--- config.mk ---
export PLATFORM = sky130hd
export DESIGN_NAME = paddle_axis_ctrl
export DESIGN_NICKNAME = d
export VERILOG_FILES = /design/src/rtl/paddle_axis_ctrl.sv
export SDC_FILE = /design/constraint.sdc
export NUM_CORES = 1
export LEC_CHECK = 0
export ABC_AREA = 1
export CAP_MARGIN = 20
export CORE_MARGIN = 2
export CORE_UTILIZATION = 45
export CTS_CLUSTER_DIAMETER = 150
export DETAILED_ROUTE_END_ITERATION = 8
export PLACE_DENSITY = 0.71
export SETUP_SLACK_MARGIN = 0.15
export SYNTH_ARGS = -nofsm -noshare
export SYNTH_HDL_FRONTEND = slang
export SYNTH_SLANG_ARGS = --single-unit
--- constraint.sdc ---
create_clock -name clk_i -period 3.6 [get_ports clk_i]
set_input_delay 0.72 -clock clk_i [delete_from_list [all_inputs] [get_ports clk_i]]
set_output_delay 0.72 -clock clk_i [all_outputs]
set_load 0.02 [all_outputs]
--- src/rtl/paddle_axis_ctrl.sv ---
// Single-axis paddle tracker: turns debounced up/down levels into a paddle centre
// line with stepwise acceleration, clamp-or-wrap limits, recentre and edge flags.
module paddle_axis_ctrl #(
    parameter int Y_RES        = 480,
    parameter int PADDLE_H     = 64,
    parameter int TICKS_PER_PX = 200000,
    parameter int ACCEL_PX     = 16,
    parameter int MAX_LEVEL    = 3,
    parameter int POS_W        = 10
) (
    input  logic             clk_i,
    input  logic             reset_i,
    input  logic             up_i,
    input  logic             down_i,
    input  logic             game_on_i,
    input  logic             wrap_mode_i,
    input  logic             recenter_i,
    output logic [POS_W-1:0] position_o,
    output logic             moving_up_o,
    output logic             moving_down_o,
    output logic             at_top_o,
    output logic             at_bottom_o,
    output logic [1:0]       speed_level_o
);

    localparam logic [POS_W-1:0] PMIN = POS_W'(PADDLE_H / 2);
    localparam logic [POS_W-1:0] PMAX = POS_W'(Y_RES - 1 - PADDLE_H / 2);
    localparam logic [POS_W-1:0] PMID = POS_W'(Y_RES / 2);
    localparam int CNT_W    = (TICKS_PER_PX > 2) ? $clog2(TICKS_PER_PX) : 1;
    localparam int ACC_W    = (ACCEL_PX > 1) ? $clog2(ACCEL_PX + 1) : 1;
    // Levels beyond floor(log2(TICKS_PER_PX)) would give a zero-length period.
    localparam int LOG2_TPP = $clog2(TICKS_PER_PX + 1) - 1;
    localparam logic [1:0] LVL_CAP = 2'((MAX_LEVEL < LOG2_TPP) ? MAX_LEVEL : LOG2_TPP);

    typedef enum logic [1:0] {
        ST_IDLE = 2'd0,
        ST_UP   = 2'd1,
        ST_DOWN = 2'd2
    } state_t;

    state_t             state_q, state_d;
    logic [POS_W-1:0]   pos_q, pos_d;
    logic [CNT_W-1:0]   cnt_q, cnt_d;
    logic [ACC_W-1:0]   acc_q, acc_d;
    logic [1:0]         lvl_q, lvl_d;
    logic               mu_q, mu_d;
    logic               md_q, md_d;
    logic               top_q, bot_q;

    logic               req_up_s, req_dn_s, req_same_s, req_other_s;
    logic               step_due_s, at_lim_s, step_taken_s;
    logic [31:0]        period_m1_s;
    logic [POS_W-1:0]   pos_step_s, wrap_tgt_s;

    assign req_up_s    = up_i & ~down_i;
    assign req_dn_s    = down_i & ~up_i;
    assign req_same_s  = (state_q == ST_UP) ? req_up_s : req_dn_s;
    assign req_other_s = (state_q == ST_UP) ? req_dn_s : req_up_s;
    assign period_m1_s = (32'(TICKS_PER_PX) >> lvl_q) - 32'd1;
    assign step_due_s  = (32'(cnt_q) == period_m1_s);
    assign at_lim_s    = (state_q == ST_UP) ? (pos_q == PMIN) : (pos_q == PMAX);
    assign pos_step_s  = (state_q == ST_UP) ? (pos_q - POS_W'(1)) : (pos_q + POS_W'(1));
    assign wrap_tgt_s  = (state_q == ST_UP) ? PMAX : PMIN;

    // Next-state, position, step timing and acceleration bookkeeping.
    always_comb begin
        state_d      = state_q;
        pos_d        = pos_q;
        cnt_d        = cnt_q;
        acc_d        = acc_q;
        lvl_d        = lvl_q;
        mu_d         = 1'b0;
        md_d         = 1'b0;
        step_taken_s = 1'b0;
        if (recenter_i) begin
            pos_d = PMID;
            cnt_d = {CNT_W{1'b0}};
            acc_d = {ACC_W{1'b0}};
            lvl_d = 2'd0;
        end else if ((pos_q < PMIN) || (pos_q > PMAX)) begin
            if (wrap_mode_i) begin
                pos_d = (pos_q < PMIN) ? PMAX : PMIN;
            end else begin
                pos_d = (pos_q < PMIN) ? PMIN : PMAX;
            end
            cnt_d = {CNT_W{1'b0}};
        end else if (!game_on_i) begin
            state_d = ST_IDLE;
            cnt_d   = {CNT_W{1'b0}};
            acc_d   = {ACC_W{1'b0}};
            lvl_d   = 2'd0;
        end else begin
            case (state_q)
                ST_IDLE: begin
                    if (req_up_s) begin
                        state_d = ST_UP;
                    end else if (req_dn_s) begin
                        state_d = ST_DOWN;
                    end else begin
                        state_d = ST_IDLE;
                    end
                    cnt_d = {CNT_W{1'b0}};
                    acc_d = {ACC_W{1'b0}};
                    lvl_d = 2'd0;
                end
                ST_UP, ST_DOWN: begin
                    if (req_same_s) begin
                        if (step_due_s) begin
                            cnt_d = {CNT_W{1'b0}};
                            if (!at_lim_s) begin
                                pos_d        = pos_step_s;
                                step_taken_s = 1'b1;
                            end else if (wrap_mode_i) begin
                                pos_d        = wrap_tgt_s;
                                step_taken_s = 1'b1;
                            end else begin
                                pos_d = pos_q;
                            end
                        end else begin
                            cnt_d = cnt_q + CNT_W'(1);
                        end
                    end else begin
                        state_d = req_other_s ? ((state_q == ST_UP) ? ST_DOWN : ST_UP) : ST_IDLE;
                        cnt_d   = {CNT_W{1'b0}};
                        acc_d   = {ACC_W{1'b0}};
                        lvl_d   = 2'd0;
                    end
                end
                default: begin
                    state_d = ST_IDLE;
                    cnt_d   = {CNT_W{1'b0}};
                    acc_d   = {ACC_W{1'b0}};
                    lvl_d   = 2'd0;
                end
            endcase
        end
        if (step_taken_s) begin
            mu_d = (state_q == ST_UP);
            md_d = (state_q == ST_DOWN);
            if (acc_q == ACC_W'(ACCEL_PX - 1)) begin
                acc_d = {ACC_W{1'b0}};
                lvl_d = (lvl_q < LVL_CAP) ? (lvl_q + 2'd1) : lvl_q;
            end else begin
                acc_d = acc_q + ACC_W'(1);
            end
        end else begin
            mu_d = 1'b0;
            md_d = 1'b0;
        end
    end

    // State and output registers; edge flags follow the next position so they never lag.
    always_ff @(posedge clk_i) begin
        if (!reset_i) begin
            state_q <= ST_IDLE;
            pos_q   <= PMID;
            cnt_q   <= {CNT_W{1'b0}};
            acc_q   <= {ACC_W{1'b0}};
            lvl_q   <= 2'd0;
            mu_q    <= 1'b0;
            md_q    <= 1'b0;
            top_q   <= 1'b0;
            bot_q   <= 1'b0;
        end else begin
            state_q <= state_d;
            pos_q   <= pos_d;
            cnt_q   <= cnt_d;
            acc_q   <= acc_d;
            lvl_q   <= lvl_d;
            mu_q    <= mu_d;
            md_q    <= md_d;
            top_q   <= (pos_d == PMIN);
            bot_q   <= (pos_d == PMAX);
        end
    end

    assign position_o    = pos_q;
    assign moving_up_o   = mu_q;
    assign moving_down_o = md_q;
    assign at_top_o      = top_q;
    assign at_bottom_o   = bot_q;
    assign speed_level_o = lvl_q;

endmodule

======== Yosys cells after proc, flatten, opt, wreduce, memory -nomap -nowiden ========
Index checks and enable logic that the tools add are counted.
word-level totals
  word-level logic and storage cells ...... 94
  memories ................................ 0
  memory bits (read-only) ................. 0
  output and inout bits ................... 16
  bits in writable memories ............... 0
  register bits ........................... 41
  bits in latches ......................... 0
cells by class
  shift-type cells ........................ 1
  order comparisons ....................... 3
  div/mod/pow operators ................... 0
  muxes and demuxes ....................... 46
  equality and inequality tests ........... 12
  add/sub/neg operators ................... 6
  multiply operators ...................... 0
  reductions and logical operators ........ 7
  bitwise operators ....................... 10
operator list
  cell                   count
  $mux 10                9
  $mux 9                 4
  $mux 5                 7
  $eq 18x32->1           1
  $shr 18x2->32 const A  1
  $sub 32x1->32 const B  1
  $mux 2                 14
  $eq 10x6->1 const B    2
  $eq 10x9->1 const B    2
  $add 18x1->18 const B  1
  $mux 1                 11
  $add 10x1->10 const B  1
  $gt 10x9->1 const B    1
  $lt 10x6->1 const B    1
  $sub 10x1->10 const B  1
  $not 1->1              8
  $reduce_or 7->1        1
  $ne 3x3->1 const B     2
  $add 5x1->5 const B    1
  $eq 5x4->1 const B     1
  $ne 5x5->1 const B     1
  $pmux 2 s2             1
  $reduce_and 2->1       2
  $ne 3x2->1 const B     1
  9 further kinds        10

======== Logic depth before layout (Yosys ltp) ========
Gate-level depths: netlist (run 1).
  depth in word-level cells ............... 11
  depth in mapped cells ................... 19

======== Worst setup path before layout (run 1) ========
No wires, ideal clock.
  kind .................................... reg2reg
  start point ............................. reg lvl_q[0], in the netlist speed_level_o[0]
  end point ............................... reg lvl_q[1], in the netlist speed_level_o[1]
  stages on the path, launching flop included .. 16
  path buffers ............................ 1
  arrival ................................. 2.413 ns
  path slack .............................. 1.068 ns
  cells stage by stage .................... dfxtp_1 -> inv_1 -> ha_1 -> inv_2 -> ha_1 -> xor2_1 -> nand2_1 -> nor2_1 -> nand3_2 -> nor2_4 -> buf_6 -> nand3_4 -> nor3_2 -> nand3_2 -> o21ai_0 -> a21oi_1
on the way
  longest elaborated chain between the ends .. 10
  elaborated cells on any way between the ends .. 15
RTL lines
  what                                                   line  RTL
  start, declared                                        45    logic [1:0] lvl_q, lvl_d;
  start signal, assigned                                 169   lvl_q <= lvl_d;
  $shr 18x2->32                                          59    assign period_m1_s = (32'(TICKS_PER_PX) >> lvl_q) - 32'd1;
  $sub 32x1->32                                          59
  $eq 18x32->1                                           60    assign step_due_s = (32'(cnt_q) == period_m1_s);
  $mux 1                                                 108   if (step_due_s) begin
  $mux 1                                                 107   if (req_same_s) begin
  $mux 1                                                 93    case (state_q)
  $mux 1                                                 87    end else if (!game_on_i) begin
  $mux 1                                                 80    end else if ((pos_q < PMIN) || (pos_q > PMAX)) begin
  $mux 1                                                 75    if (recenter_i) begin
  $ne 3x2->1 (no source line) or $mux 2 (tied branches)  -
Several ways; a longest one is shown, not always the timed one. The select of a mux whose other input is x is not followed.
A chain may end at the register's enable or synchronous reset.

======== Worst setup path in the final report (run 1) ========
  start point ............................. reg lvl_q[0], in the netlist speed_level_o[0]
  end point ............................... reg bot_q, in the netlist at_bottom_o
on the way
  longest elaborated chain between the ends .. 10
RTL lines
  what                  line  RTL
  $shr 18x2->32         59
  $sub 32x1->32         59
  $eq 18x32->1          60
  $mux 10               108
  $mux 10               107
  $mux 10               93
  $mux 10               87
  $mux 10               80
  $mux 10               75
  $eq 10x9->1           173   bot_q <= (pos_d == PMAX);
  end signal, assigned  173
  end, declared         48    logic top_q, bot_q;
No other way between the ends.

==> tab_implementation.tex, run 1 <==
\begin{tabular}{lr}
\hline
Metric & Value \\
\hline
\multicolumn{2}{l}{\textbf{Global routing}} \\
\quad Initial antenna violation count & 0 \\
\quad First-pass GRT wire length & 13400 µm \\
\quad Global route total overflow & 0 \\
\quad Largest net degree at the start of global routing & 18 \\
\quad GR Util All Layers & between 20 and 25\% \\
\quad Via count of the first global-routing pass & roughly 2.9k \\
\multicolumn{2}{l}{\textbf{Synthesis}} \\
\quad Async set-reset flop share out of synthesis & 0\% \\
\quad Top FF cell, synth & dfxtp\_1 \\
\quad Proportion of netlist area held by the largest area contributor & 26.5\% \\
\quad Number of distinct library cell variants in the gate-level netlist after synthesis & 39 \\
\quad Syn\_area\_per\_cell & 6.52 µm² \\
\quad Commonest cells in the netlist & 116 x nand2\_1, 66 x nor2\_1, 61 x inv\_1 \\
\quad Yosys warning count & 0 \\
\quad Most repeated cell in the gate-level netlist after synthesis & nand2\_1 \\
\quad Sequential share of the synthesized area & 26.5\% \\
\quad Number of flip-flops and latches in the synthesized netlist & between 40 and 50 \\
\quad Syn Nets & a little over 500 \\
\quad Cell taking the most area after synthesis & dfxtp\_1 \\
\quad Cell area after technology mapping & about 3100 µm² \\
\quad Top cells by area in the synthesized netlist & dfxtp\_1 26\%, nand2\_1 14\%, ha\_1 8.5\% \\
\quad Number of flops mapped to enable cells by yosys & 0 \\
\quad Cell count after synthesis & about 480 \\
\multicolumn{2}{l}{\textbf{STA}} \\
\quad Number of failing hold endpoints at the final stage & 0 \\
\quad Worst-Margin Slew & $\sim$0.74 ns \\
\quad Final TNS setup & 0 ns \\
\quad Worst Hold Slack & $\sim$0.45 ns \\
\quad Count of endpoints failing setup in the final report & 0 \\
\quad Time the worst path needs with I/O delays and setup & 3.03 ns \\
\quad Fraction of the cycle the final worst path needs & 84.1\% \\
\quad Worst slew margin & 50.6\% \\
\quad Unrepaired setup endpoints after global routing & false \\
\quad Max Freq & between 300 and 400 MHz \\
\quad Largest clock skew in the final design & between 0.003 and 0.004 ns \\
\quad Final number of max-transition violations & 0 \\
\multicolumn{2}{l}{\textbf{Power and ir drop}} \\
\quad Net load switching power & between 200 and 250 µW \\
\quad Part of the total power dissipated in sequential elements & 48.5\% \\
\quad Static leakage & 0.00156 µW \\
\quad Clk network pwr share & approximately two fifths \\
\quad Combinational power share & approximately a tenth \\
\quad Internal power contribution & roughly 710 µW \\
\quad Switching share of power & between 20 and 25\% \\
\quad Max rail drop VDD & between 0.2 and 0.25 mV \\
\quad Pwr per Cell Area & about 270 nW/µm² \\
\multicolumn{2}{l}{\textbf{Placement}} \\
\quad HPWL after detailed placement & around 6000 µm \\
\quad Cell Count Post-Placement & approximately 580 \\
\quad Final GP Congestion & between 0.9 and 1 \\
\quad Count of buffers inserted at the top-level ports & 22 \\
\multicolumn{2}{l}{\textbf{Drt}} \\
\quad Vias & roughly 3.1k \\
\quad DRC violations left & 0 \\
\quad Post-detailed-route via-to-cell ratio & around 5.4 \\
\quad Overall routed net length & 7910 µm \\
\quad Drt initial violations & about 240 \\
\quad Wire per inst & 13.6 µm \\
\quad Antenna viol nets, final & 0 \\
\quad TritonRoute pass-1 iters & 7 \\
\multicolumn{2}{l}{\textbf{Die}} \\
\quad Area of the core region & around 6700 µm² \\
\quad Die boundary width & $\sim$87 µm \\
\quad Row count & 30 \\
\quad Die area & 7580 µm² \\
\quad Starting density of the core & 46.2\% \\
\quad Overall die height & approximately 87 µm \\
\quad I/O Pins & 23 \\
\multicolumn{2}{l}{\textbf{Finish}} \\
\quad \# diodes & 0 \\
\quad Net count of the finished layout & 531 \\
\quad Ratio of cells with drive above 1 in the final layout & approximately 8.3\% \\
\quad Area delta synth->final & 13.5\% \\
\quad Count of placed standard cells in the final layout, fillers left out & between 500 and 600 \\
\multicolumn{2}{l}{\textbf{Setup path}} \\
\quad Arrival time worst endpoint & 3.27 ns \\
\quad Category of the worst setup path capture point & flop \\
\quad Type of the worst setup path & reg2reg \\
\quad Maximum fanout count along the critical path & 11 \\
\quad Type of origin of the critical path & flop \\
\quad WP data required & 3.84 ns \\
\quad Worst-case register-to-register setup slack & approximately 0.57 ns \\
\multicolumn{2}{l}{\textbf{Clock network}} \\
\quad Clock edge transition at the registers on the reported setup and hold paths & approximately 0.08 ns \\
\quad Postcts setup bufs & 0 \\
\quad H-tree depth & 2 \\
\quad Clock root buffer & clkbuf\_8 \\
\quad CTS tree & done \\
\quad Number of cells upsized or downsized after cts & 0 \\
\quad Skew-Pair Late Insertion Delay & $\sim$0.30 ns \\
\quad Inserted Clock Buffers & 5 \\
\quad Clk sink count & roughly 40 \\
\quad Max Root-Sink Buffers & 2 \\
\quad Hold buffer count at cts & 0 \\
\multicolumn{2}{l}{\textbf{Outcome}} \\
\quad Result of the run & completed \\
\multicolumn{2}{l}{\textbf{Flow run}} \\
\quad \# Max-Cap Violations & 0 \\
\multicolumn{2}{l}{\textbf{Hold path}} \\
\quad Path class of the lowest-slack min-delay path & reg2reg \\
\hline
\end{tabular}
## per-layer routing
metal | wire length (µm) | up-vias | global-route usage [%]
li1 | - | 1595 | -
met1 | 3590 | 1435 | 27.9
met2 | 3730 | 80 | 38.2
met3 | 366 | 22 | 3.79
met4 | 220 | 0 | 7.81
met5 | 0 | - | 0
## through the flow
stage          utilization, %  power (µW)  area (µm²)  setup WS (ns)
4_1_cts                  52.4         949        3520          0.588
2_1_floorplan               -         531        3100           1.07
6_report                 52.4         940        3520          0.574
5_1_grt                  52.4         974        3520          0.284
3_5_place_dp             50.7         559        3410          0.630
3_3_place_gp             50.7         556        3410          0.670
## cell type report
type                       instances  area [µm²]
timing repair buffer              24         235
sequential                        41         821
clock inverter                     1        30.0
fill                             668        3200
multi-input combinational        359        1980
inverter                          71         267
tap                               80         100
clock buffer                       7        86.3
## critical path: stages (launching register included)
cell,delay [ns]
dfxtp_1,0.44
inv_1,0.20
ha_1,0.41
inv_1,0.13
nand2_1,0.08
nor3_2,0.21
nand2_1,0.10
nand2_1,0.07
nand2_1,0.04
nand2_1,0.35
nand3_2,0.24
inv_2,0.16
nand2_2,0.06
nand3_2,0.08
nand3_2,0.08
nor2_1,0.14
nand3_1,0.08
nor2_1,0.09
## kinds of logic after synthesis
group / after synthesis / synth area share, %
and+or+nand+nor: 274 / 42.0
buffers and inverters: 76 / 9.60
AOI/OAI and AO/OA: 49 / 8.91
DFF: 41 / 26.5
adders and majority gates: 22 / 9.11
xor gates and xnor gates: 14 / 3.95
## power by group through the flow
stage | Combinational (µW) | Sequential (µW) | Clock [µW]
floorplan | 64.7 | 467 | 0
global placement | 89.5 | 467 | 0
detailed placement | 91.4 | 467 | 0
CTS | 92.4 | 456 | 400
global route | 106 | 457 | 411
finish | 93.1 | 456 | 391
## path summary, 6_finish.rpt
path              cells past startpoint          end        startpoint
setup / recovery                     17  at_bottom_o  speed_level_o[0]
hold / removal                        2     acc_q[4]          acc_q[4]
setup reg to reg                     17  at_bottom_o  speed_level_o[0]
hold reg to reg                       2     acc_q[4]          acc_q[4]
## cells in the final DEF, fill, tap and decap left out, types with 2 or more instances in the layout
cell               n
nor3_1            10
o21ai_0           15
a211oi_1           3
o21bai_1           2
nor2_2             3
xor2_1            12
a21oi_1           21
nor3_2             5
nand3_2            7
nand4_1           13
nor3b_1            3
clkinv_1           2
nor4_1             2
inv_1             61
xnor2_1            2
nand3_1           35
buf_4              2
dfxtp_1           41
o211ai_1           2
ha_1              21
nand2_1          116
nand3b_1           4
clkdlybuf4s50_1   22
nand2_2            3
inv_2              8
nor2_1            66
clkbuf_8           6
nand3_4            2
## registers in the layout (all words and copies together) (netlist names)
register / count
state_q: 2
moving_up_o: 1
moving_down_o: 1
at_bottom_o: 1
position_o: 10
cnt_q: 18
acc_q: 5
at_top_o: 1
speed_level_o: 2
No activity file was read; power rests on OpenSTA's default activity.
==> run 2, diff against run 1 <==
- clock period: 3.6 -> 2.8 ns (I/O delays scaled with it)
==> run 2 against run 1 <==
Against the previous run:
- total power increased by 26%
- clock power increased by 20%
- design area is 8.5% higher
- combinational power up 46%
- setup slack got worse by 0.31 ns
- worst hold slack got worse by 0.0078 ns
- count of clock-buffer cells in the layout down 2
- via count grew 2.2%
- fmax increased by 19%
- register-to-register slack worse by 0.31 ns
- first-iteration DRC count decreased by 28%
- utilization grew 4.5 points
- critical path type unchanged
- largest power group unchanged
==> tab_implementation.tex, run 2 (synthesis results as in run 1) <==
\begin{tabular}{lr}
\hline
Metric & Value \\
\hline
\multicolumn{2}{l}{\textbf{Die}} \\
\quad Overall die height & between 80 and 90 µm \\
\quad Die boundary width & 87.0 µm \\
\quad Starting density of the core & 46.2\% \\
\quad Row count & 30 \\
\quad I/O Pins & 23 \\
\quad Area of the core region & between 6000 and 7000 µm² \\
\quad Die area & between 7000 and 8000 µm² \\
\multicolumn{2}{l}{\textbf{Finish}} \\
\quad Register name with the most flops & cnt\_q \\
\quad \# diodes & 0 \\
\quad Net count of the finished layout & approximately 550 \\
\quad Most frequent standard cell in the layout excluding fill and tap cells & nand2\_1 \\
\quad Commonest non-fill, non-tap cells in the layout & 112 x nand2\_1, 64 x nor2\_1, 58 x inv\_1, 38 x dfxtp\_1, 33 x nand3\_1 \\
\quad Ratio of cells with drive above 1 in the final layout & 16.3\% \\
\quad Area delta synth->final & 23.2\% \\
\quad Number of fill cells in the layout & 624 \\
\quad Flip-flop count of the largest register after layout & 18 \\
\multicolumn{2}{l}{\textbf{Placement}} \\
\quad DP Worst Slack & -0.0235 ns \\
\quad Final GP Congestion & roughly 0.9 \\
\quad HPWL after detailed placement & 6120 µm \\
\quad Count of buffers inserted at the top-level ports & 22 \\
\multicolumn{2}{l}{\textbf{Global routing}} \\
\quad Via count of the first global-routing pass & roughly 2.9k \\
\quad Global route total overflow & 0 \\
\quad Initial antenna violation count & 0 \\
\quad Largest net degree at the start of global routing & 13 \\
\quad GR Util All Layers & between 20\% and 30\% \\
\quad First-pass GRT wire length & 12900 µm \\
\multicolumn{2}{l}{\textbf{STA}} \\
\quad Worst Hold Slack & between 0.4 and 0.5 ns \\
\quad Time the worst path needs with I/O delays and setup & 2.53 ns \\
\quad Worst-Margin Slew & 0.447 ns \\
\quad Number of failing hold endpoints at the final stage & 0 \\
\quad Count of endpoints failing setup in the final report & 0 \\
\quad Largest clock skew in the final design & 0.00485 ns \\
\quad Final number of max-transition violations & 0 \\
\quad Worst Slack Setup Final & between 0.2 and 0.3 ns \\
\quad Unrepaired setup endpoints after global routing & false \\
\quad Worst slew margin & 70.1\% \\
\quad Fraction of the cycle the final worst path needs & 90.4\% \\
\quad Max Freq & between 300 and 400 MHz \\
\multicolumn{2}{l}{\textbf{Setup path}} \\
\quad Worst path max stage delay & $\sim$0.34 ns \\
\quad Category of the worst setup path capture point & flop \\
\quad Startpoint of the worst setup timing path & state\_q[1] \\
\quad Type of origin of the critical path & flop \\
\quad R2R cell count & 17 \\
\quad Startpoint of the most critical register-to-register path & state\_q[1] \\
\quad Most Frequent Cell on Critical Path & nand2\_1 \\
\quad Worst-path cell with the longest stage delay & dfxtp\_2 \\
\quad Arrival time worst endpoint & about 2.8 ns \\
\quad Worst-path cell chain & inv\_1 -> ha\_4 -> buf\_12 -> nand2\_1 -> nor2\_1 -> nand3b\_1 -> nand2\_1 -> nand2\_1 -> o21ai\_0 -> nand4\_1 -> nand3\_1 -> nand2\_2 -> inv\_2 -> nand2\_2 -> nor2\_2 -> nand3\_1 -> nor2\_1 \\
\quad Type of the worst setup path & reg2reg \\
\quad Maximum fanout count along the critical path & 10 \\
\quad WP data required & 3.04 ns \\
\multicolumn{2}{l}{\textbf{Clock network}} \\
\quad CTS tree & done \\
\quad Max Root-Sink Buffers & 2 \\
\quad Clock root buffer & clkbuf\_8 \\
\quad Clk sink count & a little over 40 \\
\quad Skew-Pair Late Insertion Delay & just under 0.3 ns \\
\quad Inserted Clock Buffers & 5 \\
\quad Hold buffer count at cts & 0 \\
\quad Clock edge transition at the registers on the reported setup and hold paths & 0.08 ns \\
\quad H-tree depth & 2 \\
\multicolumn{2}{l}{\textbf{Drt}} \\
\quad TritonRoute pass-1 iters & 5 \\
\quad Vias & about 3.2k \\
\quad Drt initial violations & 170 \\
\quad DRC violations left & 0 \\
\quad Wire per inst & between 10 and 15 µm \\
\quad Antenna viol nets, final & 0 \\
\quad Post-detailed-route via-to-cell ratio & approximately 5.3 \\
\quad Overall routed net length & 8300 µm \\
\multicolumn{2}{l}{\textbf{Hold path}} \\
\quad HP Start & acc\_q[4] \\
\quad Path class of the lowest-slack min-delay path & reg2reg \\
\quad Cell count of the worst hold path & 2 \\
\multicolumn{2}{l}{\textbf{Flow run}} \\
\quad \# Max-Cap Violations & 0 \\
\multicolumn{2}{l}{\textbf{Power and ir drop}} \\
\quad Static leakage & approximately 0.0017 µW \\
\quad Pwr per Cell Area & between 300 and 400 nW/µm² \\
\quad Max rail drop VDD & approximately 0.24 mV \\
\multicolumn{2}{l}{\textbf{Outcome}} \\
\quad Result of the run & completed \\
\hline
\end{tabular}
run 2: cell count changes in the layout (fill, tap and decap cells not counted), moves of 2 or more:
cell,previous run,this run
nand2_2,3,6
ha_1,21,16
dfxtp_4,0,2
ha_4,0,5
buf_4,2,21
nand2_1,116,112
inv_1,61,58
dfxtp_1,41,38
nor2_1,66,64
nand3_1,35,33
run 2: through the flow:
stage               TNS (ns)  instances  util [%]  cell area, µm²  total power [µW]
global placement           0        585      52.0            3490               728
global route               0        603      56.9            3820              1240
floorplan                  0        476         -            3100               683
detailed placement   -0.0266        585      52.0            3490               730
finish                     0        603      56.9            3820              1190
CTS                        0        594      54.2            3640              1190
run 2: repair_timing:
item / 4_1_cts / 5_1_grt
pin swaps: 1 / 11
gates resized for setup: 8 / 28
buffers inserted: 2 / 9
setup endpoints to repair: 11 / 13
run 2: report_power, final:
group | total, µW | leakage (µW) | switching, µW | internal, µW
clock | 468 | 0.0000540 | 208 | 259
sequential | 585 | 0.000333 | 2.52 | 583
combinational | 136 | 0.00129 | 83.7 | 52.3
run 2: worst paths after layout:
path | endpoint | slack, ns
setup / recovery | at_bottom_o | 0.27
hold / removal | acc_q[4] | 0.44
setup reg to reg | at_bottom_o | 0.27
hold reg to reg | acc_q[4] | 0.44
run 2: cell type report:
cell class                 count  area [µm²]  share of cell area (%)
clock buffer                   5        68.8                    1.80
clock inverter                 2        35.0                   0.917
inverter                      71         277                    7.23
multi-input combinational    359        2100                    55.0
sequential                    41         830                    21.7
tap                           80         100                    2.62
timing repair buffer          45         409                    10.7
run 2: per-layer routing:
metal | track usage, % | part of all wire, %
met1 | 26.7 | 44
met2 | 36.1 | 47
met3 | 3.32 | 5.4
met4 | 9.09 | 3.4
met5 | 0 | 0
run 2: critical path: cells and delay by family, from the launching register on:
kind / cells / cell delay (ns)
compound gates: 1 / 0.18
flops: 1 / 0.34
fa+ha+maj: 1 / 0.23
simple gates: 12 / 1.40
buf+inv: 3 / 0.32
==> run 3, diff against run 2 <==
- CORE_ASPECT_RATIO: unset -> 0.75
- CORE_UTILIZATION: 45 -> 40
- PLACE_DENSITY: 0.71 -> 0.66
==> run 3 against run 2 <==
Against the previous run:
- worst hold slack got worse by 0.00053 ns
- fmax fell by 0.30%
- setup slack got worse by 0.0077 ns
- routed wire length rose by 4.9%
- total power fell by 4.2%
- clock skew rose by 0.0070 ns
- combinational power barely moved
- register-to-register slack barely moved
- non-clock buffer count fell by 5
- critical endpoint unchanged
==> tab_implementation.tex, run 3 (synthesis results as in run 1) <==
\begin{tabular}{lr}
\hline
Metric & Value \\
\hline
\multicolumn{2}{l}{\textbf{Clock network}} \\
\quad Max Root-Sink Buffers & 2 \\
\quad CTS tree & done \\
\quad Hold buffer count at cts & 0 \\
\quad Inserted Clock Buffers & 5 \\
\quad Skew-Pair Late Insertion Delay & approximately 0.3 ns \\
\quad H-tree depth & 2 \\
\quad Clock root buffer & clkbuf\_8 \\
\quad Clock edge transition at the registers on the reported setup and hold paths & $\sim$0.10 ns \\
\quad Clk sink count & 41 \\
\multicolumn{2}{l}{\textbf{Placement}} \\
\quad HPWL after detailed placement & approximately 6600 µm \\
\quad Final GP Congestion & about 0.91 \\
\quad Count of buffers inserted at the top-level ports & 22 \\
\quad Dpl cell area & 3510 µm² \\
\multicolumn{2}{l}{\textbf{STA}} \\
\quad Number of failing hold endpoints at the final stage & 0 \\
\quad Worst-Margin Slew & 0.490 ns \\
\quad Fraction of the cycle the final worst path needs & a little over 90\% \\
\quad Max Freq & about 390 MHz \\
\quad Largest clock skew in the final design & 0.0119 ns \\
\quad Worst slew margin & around two thirds \\
\quad Count of endpoints failing setup in the final report & 0 \\
\quad Time the worst path needs with I/O delays and setup & 2.54 ns \\
\quad Final number of max-transition violations & 0 \\
\quad Unrepaired setup endpoints after global routing & false \\
\multicolumn{2}{l}{\textbf{Hold path}} \\
\quad Path class of the lowest-slack min-delay path & reg2reg \\
\multicolumn{2}{l}{\textbf{Power and ir drop}} \\
\quad Max rail drop VDD & 0.176 mV \\
\quad Pwr per Cell Area & 300 nW/µm² \\
\quad Static leakage & 0.00164 µW \\
\multicolumn{2}{l}{\textbf{Finish}} \\
\quad Layout Utilization & a little over 50\% \\
\quad Net count of the finished layout & 547 \\
\quad Commonest non-fill, non-tap cells in the layout & 113 x nand2\_1, 65 x nor2\_1, 60 x inv\_1, 38 x dfxtp\_1, 34 x nand3\_1 \\
\quad Most frequent standard cell in the layout excluding fill and tap cells & nand2\_1 \\
\quad Area delta synth->final & 22.5\% \\
\quad Flip-flop count of the largest register after layout & 18 \\
\quad Register name with the most flops & cnt\_q \\
\quad Multi-input gate area & around 2100 µm² \\
\quad Sequential cell area & between 800 and 900 µm² \\
\quad Ratio of cells with drive above 1 in the final layout & 15.8\% \\
\quad Final Cell Area & 3800 µm² \\
\quad \# diodes & 0 \\
\quad Number of fill cells in the layout & 740 \\
\multicolumn{2}{l}{\textbf{Die}} \\
\quad Die boundary width & $\sim$110 µm \\
\quad Starting density of the core & 41.8\% \\
\quad Die area & roughly 8500 µm² \\
\quad Overall die height & around 80 µm \\
\quad I/O Pins & 23 \\
\quad Area of the core region & between 7000 and 8000 µm² \\
\quad Row count & 27 \\
\multicolumn{2}{l}{\textbf{Global routing}} \\
\quad Initial antenna violation count & 0 \\
\quad First-pass GRT wire length & 14000 µm \\
\quad Largest net degree at the start of global routing & 18 \\
\quad GR Util All Layers & between 20\% and 30\% \\
\quad Via count of the first global-routing pass & between 2k and 3k \\
\quad Global route total overflow & 0 \\
\multicolumn{2}{l}{\textbf{Drt}} \\
\quad Drt initial violations & between 300 and 400 \\
\quad Wire per inst & around 14 µm \\
\quad Antenna viol nets, final & 0 \\
\quad Overall routed net length & between 8000 and 9000 µm \\
\quad DRC violations left & 0 \\
\quad Post-detailed-route via-to-cell ratio & 5.27 \\
\quad Vias & 3265 \\
\quad TritonRoute pass-1 iters & 5 \\
\multicolumn{2}{l}{\textbf{Setup path}} \\
\quad WP data required & 3.05 ns \\
\quad Type of origin of the critical path & flop \\
\quad Category of the worst setup path capture point & flop \\
\quad Arrival time worst endpoint & 2.79 ns \\
\quad Worst-case register-to-register setup slack & between 0.2 and 0.3 ns \\
\quad Type of the worst setup path & reg2reg \\
\quad Maximum fanout count along the critical path & 5 \\
\multicolumn{2}{l}{\textbf{Flow run}} \\
\quad \# Max-Cap Violations & 0 \\
\multicolumn{2}{l}{\textbf{Outcome}} \\
\quad Result of the run & completed \\
\hline
\end{tabular}
==> run 3: routing by layer <==
metal | track usage, % | share of wire (%) | up-vias
met5 | 0 | 0 | -
met2 | 30.6 | 42 | 154
met3 | 4.46 | 8.4 | 19
met1 | 29.6 | 49 | 1467
met4 | 3.95 | 1.5 | 0
li1 | - | - | 1625
==> run 3: layout make-up <==
class / count / share of cell area [%]
multi-input cells: 359 / 55.8
flip-flops and latches: 41 / 21.8
repair buffers: 40 / 9.48
inverters: 71 / 7.08
well taps: 101 / 3.32
clock buffers: 5 / 1.81
clock inverters: 3 / 0.658
==> run 3: path summary, 6_finish.rpt <==
check | cells after the start | from | end
max | 15 | speed_level_o[1] | at_bottom_o
min | 2 | acc_q[4] | acc_q[4]
max reg2reg | 15 | speed_level_o[1] | at_bottom_o
min reg2reg | 2 | acc_q[4] | acc_q[4]
==> run 3: stage by stage <==
| step | setup slack, ns | total power, µW | instances | TNS [ns] | hold WS [ns] |
|---|---|---|---|---|---|
| 6_report | 0.260 | 1140 | 620 | 0 | 0.438 |
| 5_1_grt | 0.114 | 1190 | 620 | 0 | 0.458 |
| 4_1_cts | 0.166 | 1140 | 614 | 0 | 0.444 |
| 3_5_place_dp | -0.0604 | 724 | 606 | -0.105 | 0.429 |
| 3_3_place_gp | 0.0161 | 722 | 606 | 0 | 0.431 |
| 2_1_floorplan | 0.268 | 683 | 476 | 0 | 0.412 |
==> run 3: power by group <==
group,switching [µW],leakage (µW),internal [µW],total (µW)
registers,2.78,0.000333,583,586
clock network,234,0.0000447,180,415
logic,85.7,0.00126,53.4,139
==> run 3: what timing repair did <==
item                                    CTS  global route
buffers inserted                          0             5
endpoints found under the setup margin    8            33
resized for setup                         3            37
pin swaps                                 0             4
gates cloned                              0             1
==> run 3: critical path, stage by stage, from the launching register on <==
cell	delay, ns
dfxtp_4	0.41
ha_4	0.15
inv_1	0.08
ha_1	0.32
xor2_1	0.14
nand2_1	0.07
nor2_1	0.11
nand3_2	0.12
nor2_4	0.20
buf_6	0.15
nand3_1	0.07
nand2_1	0.07
nand3_1	0.08
a21oi_2	0.22
nand4_1	0.16
nor2_1	0.13
